File: src/rtl/b2b_arb_pkg.sv
// rtl/b2b_arb_pkg.sv - shared types and helpers for the board-to-board cluster event arbiter
package b2b_arb_pkg;

    localparam int WORD_W   = 65;
    localparam int META_BIT = WORD_W - 1;

    typedef enum logic [1:0] {
        IDLE   = 2'd0,
        HEADER = 2'd1,
        BODY   = 2'd2
    } arb_state_t;

    function automatic logic is_meta(input logic [WORD_W-1:0] word);
        return word[META_BIT];
    endfunction

endpackage

File: src/rtl/b2b_cluster_event_arbiter_rr_select.sv
// rtl/b2b_cluster_event_arbiter_rr_select.sv - pointer-based round-robin picker
module rr_select #(
    parameter int N     = 4,
    parameter int IDX_W = $clog2(N)
) (
    input  logic [N-1:0]     req,
    input  logic [IDX_W-1:0] ptr,
    output logic             valid,
    output logic [IDX_W-1:0] idx
);

    logic [2*N-1:0] dbl;
    logic [N-1:0]   rot;
    logic [IDX_W:0] sum;

    // Rotate requests so bit 0 is the pointer position; walk downward so the lowest offset wins.
    always_comb begin
        dbl   = {req, req} >> ptr;
        rot   = dbl[N-1:0];
        valid = 1'b0;
        idx   = '0;
        sum   = '0;
        for (int k = N - 1; k >= 0; k--) begin
            if (rot[k]) begin
                sum = {1'b0, ptr} + (IDX_W + 1)'(k);
                if (sum >= (IDX_W + 1)'(N)) begin
                    sum = sum - (IDX_W + 1)'(N);
                end
                valid = 1'b1;
                idx   = sum[IDX_W-1:0];
            end
        end
    end

endmodule

File: src/rtl/b2b_cluster_event_arbiter.sv
// rtl/b2b_cluster_event_arbiter.sv - event-granular round-robin arbiter onto one b2b output path
module b2b_cluster_event_arbiter
    import b2b_arb_pkg::*;
#(
    parameter int DATA_WIDTH     = 65,
    parameter int TOTAL_CLUSTERS = 4,
    parameter int SRC_W          = $clog2(TOTAL_CLUSTERS),
    parameter int CNT_W          = 32
) (
    input  logic                               clock,
    input  logic                               reset,
    input  logic                               arb_enable,
    input  logic [TOTAL_CLUSTERS*DATA_WIDTH-1:0] cluster_data,
    input  logic [TOTAL_CLUSTERS-1:0]          cluster_empty,
    output logic [TOTAL_CLUSTERS-1:0]          cluster_rd_req,
    output logic [DATA_WIDTH-1:0]              out_data,
    output logic                               out_wren,
    output logic [SRC_W-1:0]                   out_src,
    input  logic                               out_almost_full,
    output logic                               busy,
    output logic [CNT_W-1:0]                   evt_count,
    output logic [CNT_W-1:0]                   err_count,
    output logic                               err_pulse
);

    arb_state_t            state, state_next;
    logic [SRC_W-1:0]      grant, grant_next;
    logic [SRC_W-1:0]      rr_ptr, rr_ptr_next;
    logic                  sel_valid;
    logic [SRC_W-1:0]      sel_idx;
    logic [DATA_WIDTH-1:0] head_word;
    logic                  head_meta;
    logic                  pop, forward, discard, footer;

    rr_select #(
        .N     (TOTAL_CLUSTERS),
        .IDX_W (SRC_W)
    ) u_rr_select (
        .req   (~cluster_empty),
        .ptr   (rr_ptr),
        .valid (sel_valid),
        .idx   (sel_idx)
    );

    assign head_word = cluster_data[grant*DATA_WIDTH +: DATA_WIDTH];
    assign head_meta = head_word[DATA_WIDTH-1];
    assign busy      = (state != IDLE);

    // Grant is held header-to-footer; only the footer releases it and advances the pointer.
    always_comb begin
        state_next     = state;
        grant_next     = grant;
        rr_ptr_next    = rr_ptr;
        forward        = 1'b0;
        discard        = 1'b0;
        footer         = 1'b0;
        pop            = (state != IDLE) && !cluster_empty[grant] && !out_almost_full;
        cluster_rd_req = '0;
        cluster_rd_req[grant] = pop;
        case (state)
            IDLE: begin
                if (arb_enable && sel_valid) begin
                    grant_next = sel_idx;
                    state_next = HEADER;
                end
            end
            HEADER: begin
                if (pop) begin
                    if (head_meta) begin
                        forward    = 1'b1;
                        state_next = BODY;
                    end else begin
                        discard = 1'b1;
                    end
                end
            end
            BODY: begin
                if (pop) begin
                    forward = 1'b1;
                    if (head_meta) begin
                        footer      = 1'b1;
                        state_next  = IDLE;
                        rr_ptr_next = (grant == SRC_W'(TOTAL_CLUSTERS - 1)) ? '0 : grant + 1'b1;
                    end
                end
            end
            default: state_next = IDLE;
        endcase
    end

    always_ff @(posedge clock) begin
        if (reset) begin
            state     <= IDLE;
            grant     <= '0;
            rr_ptr    <= '0;
            out_data  <= '0;
            out_wren  <= 1'b0;
            out_src   <= '0;
            evt_count <= '0;
            err_count <= '0;
            err_pulse <= 1'b0;
        end else begin
            state     <= state_next;
            grant     <= grant_next;
            rr_ptr    <= rr_ptr_next;
            out_wren  <= forward;
            err_pulse <= discard;
            if (forward) begin
                out_data <= head_word;
                out_src  <= grant;
            end
            if (footer) begin
                evt_count <= evt_count + 1'b1;
            end
            if (discard) begin
                err_count <= err_count + 1'b1;
            end
        end
    end

endmodule

File: config.mk
export PLATFORM = sky130hd
export DESIGN_NAME = b2b_cluster_event_arbiter
export DESIGN_NICKNAME = d
export VERILOG_FILES = /design/src/rtl/b2b_arb_pkg.sv /design/src/rtl/b2b_cluster_event_arbiter_rr_select.sv /design/src/rtl/b2b_cluster_event_arbiter.sv
export SDC_FILE = /design/constraint.sdc
export NUM_CORES = 1
export LEC_CHECK = 0
export ABC_AREA = 1
export CORE_ASPECT_RATIO = 0.7
export CORE_UTILIZATION = 34
export DETAILED_ROUTE_END_ITERATION = 6
export GPL_TIMING_DRIVEN = 0
export PLACE_DENSITY_LB_ADDON = 0.12
export SLEW_MARGIN = 20
export SYNTH_ARGS = -nofsm -noshare
export SYNTH_HDL_FRONTEND = slang
export SYNTH_HIERARCHICAL = 1
export SYNTH_SLANG_ARGS = --single-unit
File: constraint.sdc
create_clock -name clock -period 2.2 [get_ports clock]
set_input_delay 0.22 -clock clock [delete_from_list [all_inputs] [get_ports clock]]
set_output_delay 0.22 -clock clock [all_outputs]
set_load 0.05 [all_outputs]
==> summary.md, run 1 <==
| Metric | Value |
|---|---|
| Capture point of the worst path | `cluster_rd_req[1]` |
| Slowest stage delay, CP | `380 ps` |
| Die Area | `0.0276 mm^2` |
| Unrepaired setup endpoints after global routing | `no` |
| Total nets after synthesis | `1766` |
| Quantity of I/O buffers inserted on ports | `405` |
| Setup CP Type | `register to output pin` |
| Area contributors post-synth | `sky130_fd_sc_hd__dfxtp_1 30%, sky130_fd_sc_hd__nand2_1 15%, sky130_fd_sc_hd__nor2_1 13%, sky130_fd_sc_hd__a21oi_1 7.2%, sky130_fd_sc_hd__nand3b_1 5.8%` |
| Switching power as a share of total power | `29.1%` |
| Remaining design rule violation count | `0` |
| Part of the total power dissipated in the clock network | `42.8%` |
| Avg Inst Size Synth | `6.15 um^2` |
| Critical Path, Cell by Cell | `inv_2 -> clkbuf_4 -> clkbuf_8 -> ha_1 -> inv_1 -> nor2_1 -> buf_4` |
| Clock tree from TritonCTS | `yes` |
| Final count of hold timing violations | `0` |
| Synth Area in Simple Gates | `37.2%` |
| Required time of the worst setup path | `1980 ps` |
| Total leakage power | `5.20 nW` |
| Clk_lat worst skew | `440 ps` |
| Number of rows in the core area | `49` |
| Flops & latches, synth | `139` |
| Wire length on met3 | `3.63 mm` |
| Highest ir drop seen on vdd | `0.478 mV` |
| Vias per cell | `5.06` |
| Placer Congestion | `0.974` |
| Reg2Reg Launch Point | `state[0]` |
| Unique cell type count in the Yosys netlist | `31` |
| Routed length on met1 | `19.0 mm` |
| Crit-path slowest cell | `sky130_fd_sc_hd__dfxtp_2` |
| Clock slew at the register clock pins of the worst setup and hold paths | `60 ps` |
| Largest area contributor in the synthesized netlist | `sky130_fd_sc_hd__dfxtp_1` |
| Setup Total Neg Slack | `0 ps` |
| Vias in the first global route | `10.7k` |
| Hold_buf cts | `0` |
| Share of synthesized area spent on multiplexers | `0%` |
| Clock buffer count from CTS | `17` |
| Inst Count DP | `2250` |
| Crit end category | `output pin` |
| Max-cap violation count | `0` |
| Effective utilization at floorplan | `35.1%` |
| Number of filler instances in the final layout | `2612` |
| Max Freq | `475 MHz` |
| Clock sink total | `139` |
| Total wire length after detailed routing | `41.8 mm` |
| Internal power contribution | `5.64 mW` |
| Depth of the critical timing path with buffers and inverters included | `7` |
| Logic gate share of total power | `25.1%` |
| Non-Filler Instances | `2283` |
| Clock root buffer master | `sky130_fd_sc_hd__clkbuf_16` |
| Startpoint type of the worst setup path | `register` |
| Number of setup violations in the final report | `0` |
| Share of the clock period used by the worst path | `95.7%` |
| Top routing layer in use | `met5` |
| Synth top area share | `30.4%` |
| Met2 WL | `18.2 mm` |
| Maximum number of pins on one net before global-route repair | `17` |
| Max-slew headroom | `53.8%` |
| Netlist area before placement | `0.00915 mm^2` |
| Area growth, synth to finish | `57.9%` |
| Detailed Routing Iterations Pass 1 | `6` |
| Power density over the cells | `551 mW/mm^2` |
| Worst Path Buf+Inv | `5` |
| Chip Height | `139 um` |
| Crit-path leading delay family | `buffers and inverters` |
| Number of slew-limit violations in the final report | `0` |
| FF-to-FF setup slack | `120 ps` |
| Combinational family with the most area after synthesis | `simple AND/OR/NAND/NOR gates` |
| Vias after detailed routing | `11.6k` |
| Share of the synthesized area in compound gates (AO/OA/AOI/OAI) | `19.3%` |
| First-pass GRT wire length | `62.2 mm` |
| Share of synthesized cell area in full adder, half adder and majority cells | `1.37%` |
| Layout net count | `2190` |
| WP data arrival | `1890 ps` |
| Run status | `finished, final reports clean` |
| GR Overflow Total | `0` |
| Gr usage total | `29.7%` |
| Worst Max-Slew Pin Slew | `691 ps` |
| HPWL after detailed placement | `33.5 mm` |
| Number of cells produced by synthesis | `1488` |
| Endpoint of the most critical register-to-register path | `err_count[18]` |
| Clock buffer depth | `2` |
| Clock skew after layout | `8.88 ps` |
| Post-detailed-route wirelength per cell | `18.3 um` |
| Sequential power share | `32.1%` |
| Total number of yosys warnings | `6` |
| Classification of the worst-slack hold path | `input port to register` |
| Antenna violations before repair | `5` |
| Final period demand of the worst path | `2110 ps` |
| Violation count after the first detailed-routing iteration | `799` |
| Number of top-level pins | `406` |
| Synthesized-area fraction occupied by xor and xnor cells | `4.21%` |
| Core Box Area | `0.0261 mm^2` |
| Die W | `198 um` |
| Number of nets still failing antenna checks after routing | `0` |
| Share of post-route cells with drive strength above 1 | `5.25%` |
| R2R cell count | `12` |
| Total number of H-tree levels | `4` |
| Worst setup path startpoint | `grant[1]` |
| Sequential cell area fraction in the yosys report | `30.4%` |
| Total design power | `7.96 mW` |
| Highest net fanout along the worst path | `11` |
| Switching power | `2.32 mW` |
-- layout by cell type (no fill, tap or decap), types with 3 or more instances in the layout --
| master | n |
|---|---|
| sky130_fd_sc_hd__buf_2 | 14 |
| sky130_fd_sc_hd__nand2_4 | 3 |
| sky130_fd_sc_hd__buf_1 | 3 |
| sky130_fd_sc_hd__nand2_2 | 5 |
| sky130_fd_sc_hd__nor2_1 | 326 |
| sky130_fd_sc_hd__nand2_1 | 355 |
| sky130_fd_sc_hd__bufinv_16 | 7 |
| sky130_fd_sc_hd__a21oi_1 | 131 |
| sky130_fd_sc_hd__xnor2_1 | 19 |
| sky130_fd_sc_hd__nand4_1 | 3 |
| sky130_fd_sc_hd__o22ai_1 | 64 |
| sky130_fd_sc_hd__o21ai_1 | 38 |
| sky130_fd_sc_hd__nand3_2 | 3 |
| sky130_fd_sc_hd__clkbuf_1 | 58 |
| sky130_fd_sc_hd__clkbuf_4 | 4 |
| sky130_fd_sc_hd__clkbuf_2 | 6 |
| sky130_fd_sc_hd__ha_1 | 9 |
| sky130_fd_sc_hd__clkinvlp_4 | 3 |
| sky130_fd_sc_hd__inv_1 | 48 |
| sky130_fd_sc_hd__clkbuf_16 | 17 |
| sky130_fd_sc_hd__clkinv_2 | 3 |
| sky130_fd_sc_hd__o21ai_0 | 100 |
| sky130_fd_sc_hd__nand3b_1 | 71 |
| sky130_fd_sc_hd__dfxtp_1 | 136 |
| sky130_fd_sc_hd__nand3_1 | 29 |
| sky130_fd_sc_hd__nor3_1 | 5 |
| sky130_fd_sc_hd__xor2_1 | 25 |
| sky130_fd_sc_hd__clkdlybuf4s50_1 | 400 |
| sky130_fd_sc_hd__buf_6 | 13 |
| sky130_fd_sc_hd__inv_2 | 6 |
| sky130_fd_sc_hd__dfxtp_2 | 3 |
-- cell type report --
type                    instances  area (um^2)  share of cell area, %
clock buffers                  18          429                   2.97
inverters                      56          223                   1.54
flip-flops and latches        139         2790                   19.3
multi-input cells            1194         5700                   39.5
repair buffers                406         4070                   28.2
plain buffers                  98          532                   3.68
clock inverters                13          248                   1.72
diodes                          2         5.00                 0.0347
well taps                     357          447                   3.09
-- kinds of logic after synthesis --
| kind of cell | after synthesis |
|---|---|
| simple gates | 805 |
| compound gates | 335 |
| buf+inv | 155 |
| flops | 139 |
| xor+xnor | 44 |
| fa+ha+maj | 10 |
-- how the worst min path moves through the flow --
stage | from | endpoint | slack, ps | depth (start not counted)
2_1_floorplan | reset | grant[0] | 420 | 3
3_3_place_gp | out_data[61] | out_data[61] | 460 | 2
3_5_place_dp | out_data[17] | out_data[17] | 470 | 2
4_1_cts | arb_enable | grant[1] | 460 | 3
5_1_grt | arb_enable | grant[0] | 490 | 3
6_report | arb_enable | grant[1] | 470 | 3
-- metrics by stage --
| step | util [%] | cell area (um^2) | hold slack, ps | worst slack, ps |
|---|---|---|---|---|
| detailed placement | 52.4 | 13600 | 468 | -767 |
| CTS | 55.2 | 14400 | 461 | 6.82 |
| finish | 55.4 | 14400 | 468 | 94.1 |
| global placement | 52.4 | 13600 | 461 | -782 |
| floorplan | - | 9150 | 416 | 174 |
| global route | 55.4 | 14400 | 487 | 3.16 |
-- flip-flops by register name, summed over array words and instances (netlist names) --
| register | cells |
|---|---|
| grant | 2 |
| rr_ptr | 2 |
| out_data | 65 |
| out_src | 2 |
| err_count | 32 |
| evt_count | 32 |
| err_pulse | 1 |
| out_wren | 1 |
| state | 2 |
-- tightest hold or removal path: cells and delay by family --
family,cells,cell delay [ps]
compound gates,1,80
simple gates,1,140
buf+inv,1,420
-- power groups by stage --
stage          clock, mW  combinational (mW)  sequential, mW
6_report            3.41                2.00            2.55
5_1_grt             3.56                2.15            2.55
4_1_cts             3.44                1.97            2.55
3_5_place_dp           0                1.93            2.61
3_3_place_gp           0                1.92            2.61
2_1_floorplan          0               0.951            2.63
-- synthesized netlist by cell type --
cell type and n:
sky130_fd_sc_hd__a21boi_1 1, sky130_fd_sc_hd__a21oi_1 131, sky130_fd_sc_hd__a21oi_2 1, sky130_fd_sc_hd__buf_1 4, sky130_fd_sc_hd__buf_2 18, sky130_fd_sc_hd__buf_4 1, sky130_fd_sc_hd__buf_6 10, sky130_fd_sc_hd__clkbuf_1 66
sky130_fd_sc_hd__dfxtp_1 139, sky130_fd_sc_hd__ha_1 10, sky130_fd_sc_hd__inv_1 48, sky130_fd_sc_hd__inv_2 6, sky130_fd_sc_hd__inv_4 1, sky130_fd_sc_hd__inv_6 1, sky130_fd_sc_hd__nand2_1 355, sky130_fd_sc_hd__nand2_2 6
sky130_fd_sc_hd__nand2_4 2, sky130_fd_sc_hd__nand3_1 30, sky130_fd_sc_hd__nand3_2 3, sky130_fd_sc_hd__nand3b_1 71, sky130_fd_sc_hd__nand4_1 3, sky130_fd_sc_hd__nor2_1 327, sky130_fd_sc_hd__nor2_4 1, sky130_fd_sc_hd__nor3_1 5
sky130_fd_sc_hd__nor3b_1 1, sky130_fd_sc_hd__o21ai_0 100, sky130_fd_sc_hd__o21ai_1 38, sky130_fd_sc_hd__o22ai_1 64, sky130_fd_sc_hd__or2_2 1, sky130_fd_sc_hd__xnor2_1 19, sky130_fd_sc_hd__xor2_1 25
-- per-layer routing --
metal | global-route usage (%) | vias to the layer above
met5 | 0 | -
met4 | 8.73 | 6
met3 | 8.80 | 53
met2 | 45.5 | 434
met1 | 40.2 | 5330
li1 | - | 5729
-- timing repair --
action	CTS	global route
pin swaps	1	0
setup buffers	1	0
resized for setup	44	23
endpoints found under the hold margin	0	0
setup endpoints to repair	72	104
Note: power is estimated with default switching activity, not from simulation.
==> run 2: changes to the inputs <==
- CORE_UTILIZATION: 34 -> 40
- CTS_CLUSTER_SIZE: unset -> 25
- MAX_ROUTING_LAYER: unset -> met4
==> summary.md, run 2 (synthesized netlist as in run 1, its figures left out) <==
| Metric | Value |
|---|---|
| Clock tree from TritonCTS | `yes` |
| Remaining design rule violation count | `0 (unchanged)` |
| Vias per cell | `5.27 (+4.1%)` |
| Hold_buf cts | `0 (unchanged)` |
| Area growth, synth to finish | `55.9%` |
| Total number of H-tree levels | `4 (unchanged)` |
| Highest net fanout along the worst path | `11 (unchanged)` |
| Final cell area excluding filler cells | `0.0143 mm^2 (-1.2%)` |
| Share of the clock period used by the worst path | `94.2% (-1.5 points)` |
| Clk_lat worst skew | `420 ps (-20 ps)` |
| Number of nets still failing antenna checks after routing | `0 (unchanged)` |
| Number of filler instances in the final layout | `2125 (-19%)` |
| Power density over the cells | `526 mW/mm^2 (-4.7%)` |
| Total wire length after detailed routing | `39.9 mm (-4.4%)` |
| Maximum number of pins on one net before global-route repair | `17 (unchanged)` |
| Share of post-route cells with drive strength above 1 | `5.67% (+0.42 points)` |
| Registers with the highest flip-flop counts | `out_data x65, err_count x32, evt_count x32` |
| Clock buffer depth | `2 (unchanged)` |
| Storage element area | `0.00279 mm^2 (about the same)` |
| Crit end category | `output pin` |
| Layout net count | `2189 (-0.046%)` |
| Chip Height | `129 um (-7.7%)` |
| Final count of hold timing violations | `0 (unchanged)` |
| Area of placed instances | `0.0136 mm^2 (-0.48%)` |
| Gr usage total | `34.5% (+4.7 points)` |
| HPWL after detailed placement | `32.1 mm (-4.4%)` |
| GR Overflow Total | `0 (unchanged)` |
| Total leakage power | `5.16 nW (-0.60%)` |
| Non-Filler Instances | `2230 (-2.3%)` |
| Placer Congestion | `0.987 (+1.4%)` |
| Startpoint type of the worst setup path | `register` |
| Final period demand of the worst path | `2070 ps (-32.5 ps)` |
| Clock skew after layout | `12.7 ps (+3.85 ps)` |
| Inst Count DP | `2198 (-2.3%)` |
| Number of slew-limit violations in the final report | `0 (unchanged)` |
| Number of rows in the core area | `45 (-8.2%)` |
| Top library cells by usage in the layout, fill and taps aside | `400 x sky130_fd_sc_hd__clkdlybuf4s50_1, 354 x sky130_fd_sc_hd__nand2_1, 325 x sky130_fd_sc_hd__nor2_1` |
| Most common library cell in the layout ignoring fill and taps | `sky130_fd_sc_hd__clkdlybuf4s50_1` |
| Core Box Area | `0.0221 mm^2 (-15%)` |
| Post-detailed-route wirelength per cell | `17.9 um (-2.1%)` |
| Vias in the first global route | `10.9k (+1.1%)` |
| Clock buffer count from CTS | `17 (unchanged)` |
| First-pass GRT wire length | `60.2 mm (-3.2%)` |
| Required time of the worst setup path | `1980 ps (about the same)` |
| Die W | `183 um (-7.7%)` |
| Vias after detailed routing | `11.7k (+1.7%)` |
| Setup CP Type | `register to output pin` |
| Classification of the worst-slack hold path | `register to register` |
| Quantity of I/O buffers inserted on ports | `405 (unchanged)` |
| Multi-input gate area | `0.00570 mm^2 (about the same)` |
| Number of top-level pins | `406 (unchanged)` |
| WP data arrival | `1850 ps (-40 ps)` |
| Die Area | `0.0235 mm^2 (-15%)` |
| Number of setup violations in the final report | `0 (unchanged)` |
| Run status | `finished, final reports clean` |
| Register ranked first by flip-flop count | `out_data` |
| Highest ir drop seen on vdd | `0.588 mV (+23%)` |
| Total design power | `7.50 mW (-5.8%)` |
| Clock sink total | `139 (unchanged)` |
| Unrepaired setup endpoints after global routing | `yes` |
| Worst Max-Slew Pin Slew | `653 ps (-38.5 ps)` |
| Effective utilization at floorplan | `41.5% (+6.3 points)` |
| Clock root buffer master | `sky130_fd_sc_hd__clkbuf_16` |
| Antenna violations before repair | `1 (-4)` |
| Detailed Routing Iterations Pass 1 | `5 (-1)` |
| Violation count after the first detailed-routing iteration | `1096 (+37%)` |
| Max-cap violation count | `0 (unchanged)` |
| Max-slew headroom | `56.4% (+2.6 points)` |
| Clock slew at the register clock pins of the worst setup and hold paths | `60 ps (about the same)` |
| Number of flip-flops in the largest register | `65 (unchanged)` |
| Setup Total Neg Slack | `0 ps (unchanged)` |
| Max Freq | `482 MHz (+1.6%)` |
run 2: cell types whose count changed in the layout (fill, tap and decap cells not counted), moves of 2 or more:
cell                        before  now
sky130_fd_sc_hd__clkinv_2        3    1
sky130_fd_sc_hd__bufinv_16       7    2
sky130_fd_sc_hd__clkbuf_1       58   51
sky130_fd_sc_hd__clkbuf_2        6   12
sky130_fd_sc_hd__inv_6           1    7
sky130_fd_sc_hd__buf_4           1    3
sky130_fd_sc_hd__clkinv_4        0    4
run 2: layer usage:
metal,track usage [%],wire (um)
met1,45.2,17800
met2,53.1,17500
met3,6.45,3460
met4,11.7,1150
met5,-,0
run 2: stage by stage:
step / setup slack, ps / util, % / hold slack, ps
global route: -14.0 / 64.6 / 494
CTS: 1.77 / 64.5 / 482
finish: 127 / 64.6 / 479
detailed placement: -746 / 61.5 / 467
global placement: -719 / 61.5 / 462
floorplan: 174 / - / 416
run 2: worst max-delay path, cell delays in order, from the launching register on:
cell and delay, ps:
sky130_fd_sc_hd__dfxtp_2 370, sky130_fd_sc_hd__inv_2 100, sky130_fd_sc_hd__clkbuf_4 230, sky130_fd_sc_hd__clkbuf_8 210
sky130_fd_sc_hd__ha_1 150, sky130_fd_sc_hd__inv_1 40, sky130_fd_sc_hd__nor2_1 140, sky130_fd_sc_hd__buf_6 180
run 2: power breakdown:
part | switching [mW] | leakage, nW | internal, mW | total [mW]
sequential | 0.0177 | 1.12 | 2.53 | 2.55
combinational | 1.10 | 3.76 | 0.873 | 1.98
clock | 1.25 | 0.288 | 1.72 | 2.97
total | 2.37 | 5.16 | 5.13 | 7.50
run 2: path summary, 6_finish.rpt:
check	to	cells past startpoint	start	slack, ps
setup / recovery	cluster_rd_req[0]	7	grant[1]	130
hold / removal	out_data[5]	2	out_data[5]	480
setup reg to reg	out_data[11]	9	grant[0]	130
hold reg to reg	out_data[5]	2	out_data[5]	480
run 2: what timing repair did:
action,4_1_cts,5_1_grt
setup buffers,1,0
endpoints found under the setup margin,71,122
resized for setup,42,27
pin swaps,1,0
run 2: final cells by class:
| cell class | instances | area share [%] |
|---|---|---|
| Buffer | 97 | 3.60 |
| Inverter | 56 | 1.54 |
| Clock inverter | 14 | 1.11 |
| Timing Repair Buffer | 406 | 28.5 |
| Antenna cell | 1 | 0.0175 |
| Tap cell | 305 | 2.67 |
| Multi-Input combinational cell | 1194 | 39.9 |
| Clock buffer | 18 | 3.08 |
| Sequential cell | 139 | 19.5 |
==> run 3: changes to the inputs <==
- DONT_BUFFER_PORTS: unset -> 1
==> summary.md, run 3 (synthesized netlist as in run 1, its figures left out) <==
| Metric | Value |
|---|---|
| Number of top-level pins | `406 (unchanged)` |
| Vias per cell | `5.50 (+4.5%)` |
| Clock sink total | `139 (unchanged)` |
| Die W | `183 um (unchanged)` |
| Die Area | `0.0235 mm^2 (unchanged)` |
| Vias after detailed routing | `10.1k (-14%)` |
| Layout net count | `1787 (-18%)` |
| Number of flip-flops in the largest register | `65 (unchanged)` |
| Final count of hold timing violations | `0 (unchanged)` |
| Total leakage power | `3.68 nW (-29%)` |
| Chip Height | `129 um (unchanged)` |
| Max Freq | `471 MHz (-2.4%)` |
| First-pass GRT wire length | `54.0 mm (-10%)` |
| Post-detailed-route wirelength per cell | `19.9 um (+11%)` |
| Area growth, synth to finish | `13.3%` |
| Top library cells by usage in the layout, fill and taps aside | `354 x sky130_fd_sc_hd__nand2_1, 322 x sky130_fd_sc_hd__nor2_1, 131 x sky130_fd_sc_hd__a21oi_1` |
| Crit end category | `output pin` |
| Clock slew at the register clock pins of the worst setup and hold paths | `50 ps (about the same)` |
| Vias in the first global route | `9040 (-17%)` |
| Antenna violations before repair | `5 (+4)` |
| Register ranked first by flip-flop count | `out_data` |
| Pre-CTS setup slack | `-616 ps (+130 ps)` |
| Final period demand of the worst path | `2130 ps (+52.0 ps)` |
| Total number of H-tree levels | `4 (unchanged)` |
| Detailed Routing Iterations Pass 1 | `5 (unchanged)` |
| Highest net fanout along the worst path | `11 (unchanged)` |
| Clock root buffer master | `sky130_fd_sc_hd__clkbuf_16` |
| Clock buffer depth | `2 (unchanged)` |
| HPWL after detailed placement | `28.9 mm (-9.8%)` |
| Highest ir drop seen on vdd | `0.537 mV (-8.6%)` |
| GR Overflow Total | `0 (unchanged)` |
| WP data arrival | `1910 ps (+60 ps)` |
| Core Box Area | `0.0221 mm^2 (unchanged)` |
| Inst Count DP | `1793 (-18%)` |
| Most common library cell in the layout ignoring fill and taps | `sky130_fd_sc_hd__nand2_1` |
| Total wire length after detailed routing | `36.5 mm (-8.7%)` |
| Run status | `finished, final reports clean` |
| Share of post-route cells with drive strength above 1 | `7.95% (+2.3 points)` |
| Number of setup violations in the final report | `0 (unchanged)` |
| Number of filler instances in the final layout | `2423 (+14%)` |
| Power density over the cells | `704 mW/mm^2 (+34%)` |
| Clock tree from TritonCTS | `yes` |
| Non-Filler Instances | `1832 (-18%)` |
| Number of nets still failing antenna checks after routing | `0 (unchanged)` |
| Violation count after the first detailed-routing iteration | `1019 (-7.0%)` |
| Max-cap violation count | `0 (unchanged)` |
| Placer Congestion | `1.00 (+1.5%)` |
| Required time of the worst setup path | `1980 ps (about the same)` |
| Remaining design rule violation count | `0 (unchanged)` |
| Quantity of I/O buffers inserted on ports | `0 (-100%)` |
| Effective utilization at floorplan | `41.5% (unchanged)` |
| Classification of the worst-slack hold path | `input port to register` |
| Max-slew headroom | `48.9% (-7.4 points)` |
| Gr usage total | `31.2% (-3.3 points)` |
| FF-to-FF setup slack | `120 ps (about the same)` |
| Setup Total Neg Slack | `0 ps (unchanged)` |
| Startpoint type of the worst setup path | `register` |
| Registers with the highest flip-flop counts | `out_data x65, err_count x32, evt_count x32` |
| Setup CP Type | `register to output pin` |
| Clock skew after layout | `7.35 ps (-5.38 ps)` |
| Number of rows in the core area | `45 (unchanged)` |
| Share of the clock period used by the worst path | `96.6% (+2.4 points)` |
| Worst Max-Slew Pin Slew | `765 ps (+112 ps)` |
| Smallest setup slack after layout | `74.6 ps (-52.0 ps)` |
| Number of slew-limit violations in the final report | `0 (unchanged)` |
| Clock buffer count from CTS | `17 (unchanged)` |
| Maximum number of pins on one net before global-route repair | `17 (unchanged)` |
| Clk_lat worst skew | `430 ps (about the same)` |
run 3: changes by cell type in the layout (fill, tap and decap cells not counted), moves of 5 or more:
cell,delta
sky130_fd_sc_hd__clkbuf_2,-7
sky130_fd_sc_hd__clkbuf_1,+7
sky130_fd_sc_hd__inv_6,-5
sky130_fd_sc_hd__dfxtp_2,+11
sky130_fd_sc_hd__clkdlybuf4s50_1,-400
sky130_fd_sc_hd__dfxtp_1,-15
run 3: power by group:
part / leakage [nW] / switching (mW) / internal, mW
Sequential: 1.13 / 0.0540 / 2.53
Clock: 0.319 / 1.16 / 2.10
Combinational: 2.23 / 0.992 / 0.457
run 3: per-layer routing:
metal | global-route usage (%) | routed length, um | vias up | share of wire, %
met3 | 8.10 | 3360 | 44 | 9.2
li1 | - | - | 4935 | -
met4 | 7.46 | 673 | 0 | 1.8
met1 | 42.4 | 16900 | 4615 | 46
met2 | 45.8 | 15500 | 488 | 43
met5 | - | 0 | - | 0
run 3: repair_timing:
item | in CTS | in global routing
setup endpoints to repair | 84 | 79
pin swaps | 4 | 2
resized for setup | 33 | 27
buffers inserted | 4 | 0
hold buffers | 0 | 0
run 3: worst paths after layout:
path | start | to | cells past startpoint
worst min-delay path | arb_enable | grant[1] | 2
worst min register to register | state[0] | state[0] | 2
worst max-delay path | grant[1] | cluster_rd_req[1] | 6
worst max register to register | grant[0] | out_data[61] | 13
run 3: critical path: stages, from the launching register on:
cell	delay, ps
sky130_fd_sc_hd__dfxtp_2	380
sky130_fd_sc_hd__inv_2	100
sky130_fd_sc_hd__clkbuf_4	230
sky130_fd_sc_hd__clkbuf_8	230
sky130_fd_sc_hd__ha_1	170
sky130_fd_sc_hd__inv_1	70
sky130_fd_sc_hd__nor2_4	300
run 3: metrics by stage:
step                util (%)  cell area (um^2)  power [mW]  hold slack [ps]
CTS                     46.7             10300        7.32             22.4
finish                  47.0             10400        7.30             28.6
detailed placement      43.2              9530        4.00              476
global route            47.0             10400        7.60             65.9
global placement        43.2              9530        4.00              461
floorplan                  -              9150        3.58              416
run 3: final cells by class:
type | count | area, um^2 | area share [%]
Tap cell | 305 | 382 | 3.68
Antenna cell | 5 | 12.5 | 0.121
Inverter | 56 | 231 | 2.23
Timing Repair Buffer | 4 | 30.0 | 0.290
Multi-Input combinational cell | 1194 | 5730 | 55.3
Sequential cell | 139 | 2810 | 27.1
Buffer | 97 | 505 | 4.88
Clock buffer | 21 | 470 | 4.54
Clock inverter | 11 | 189 | 1.82
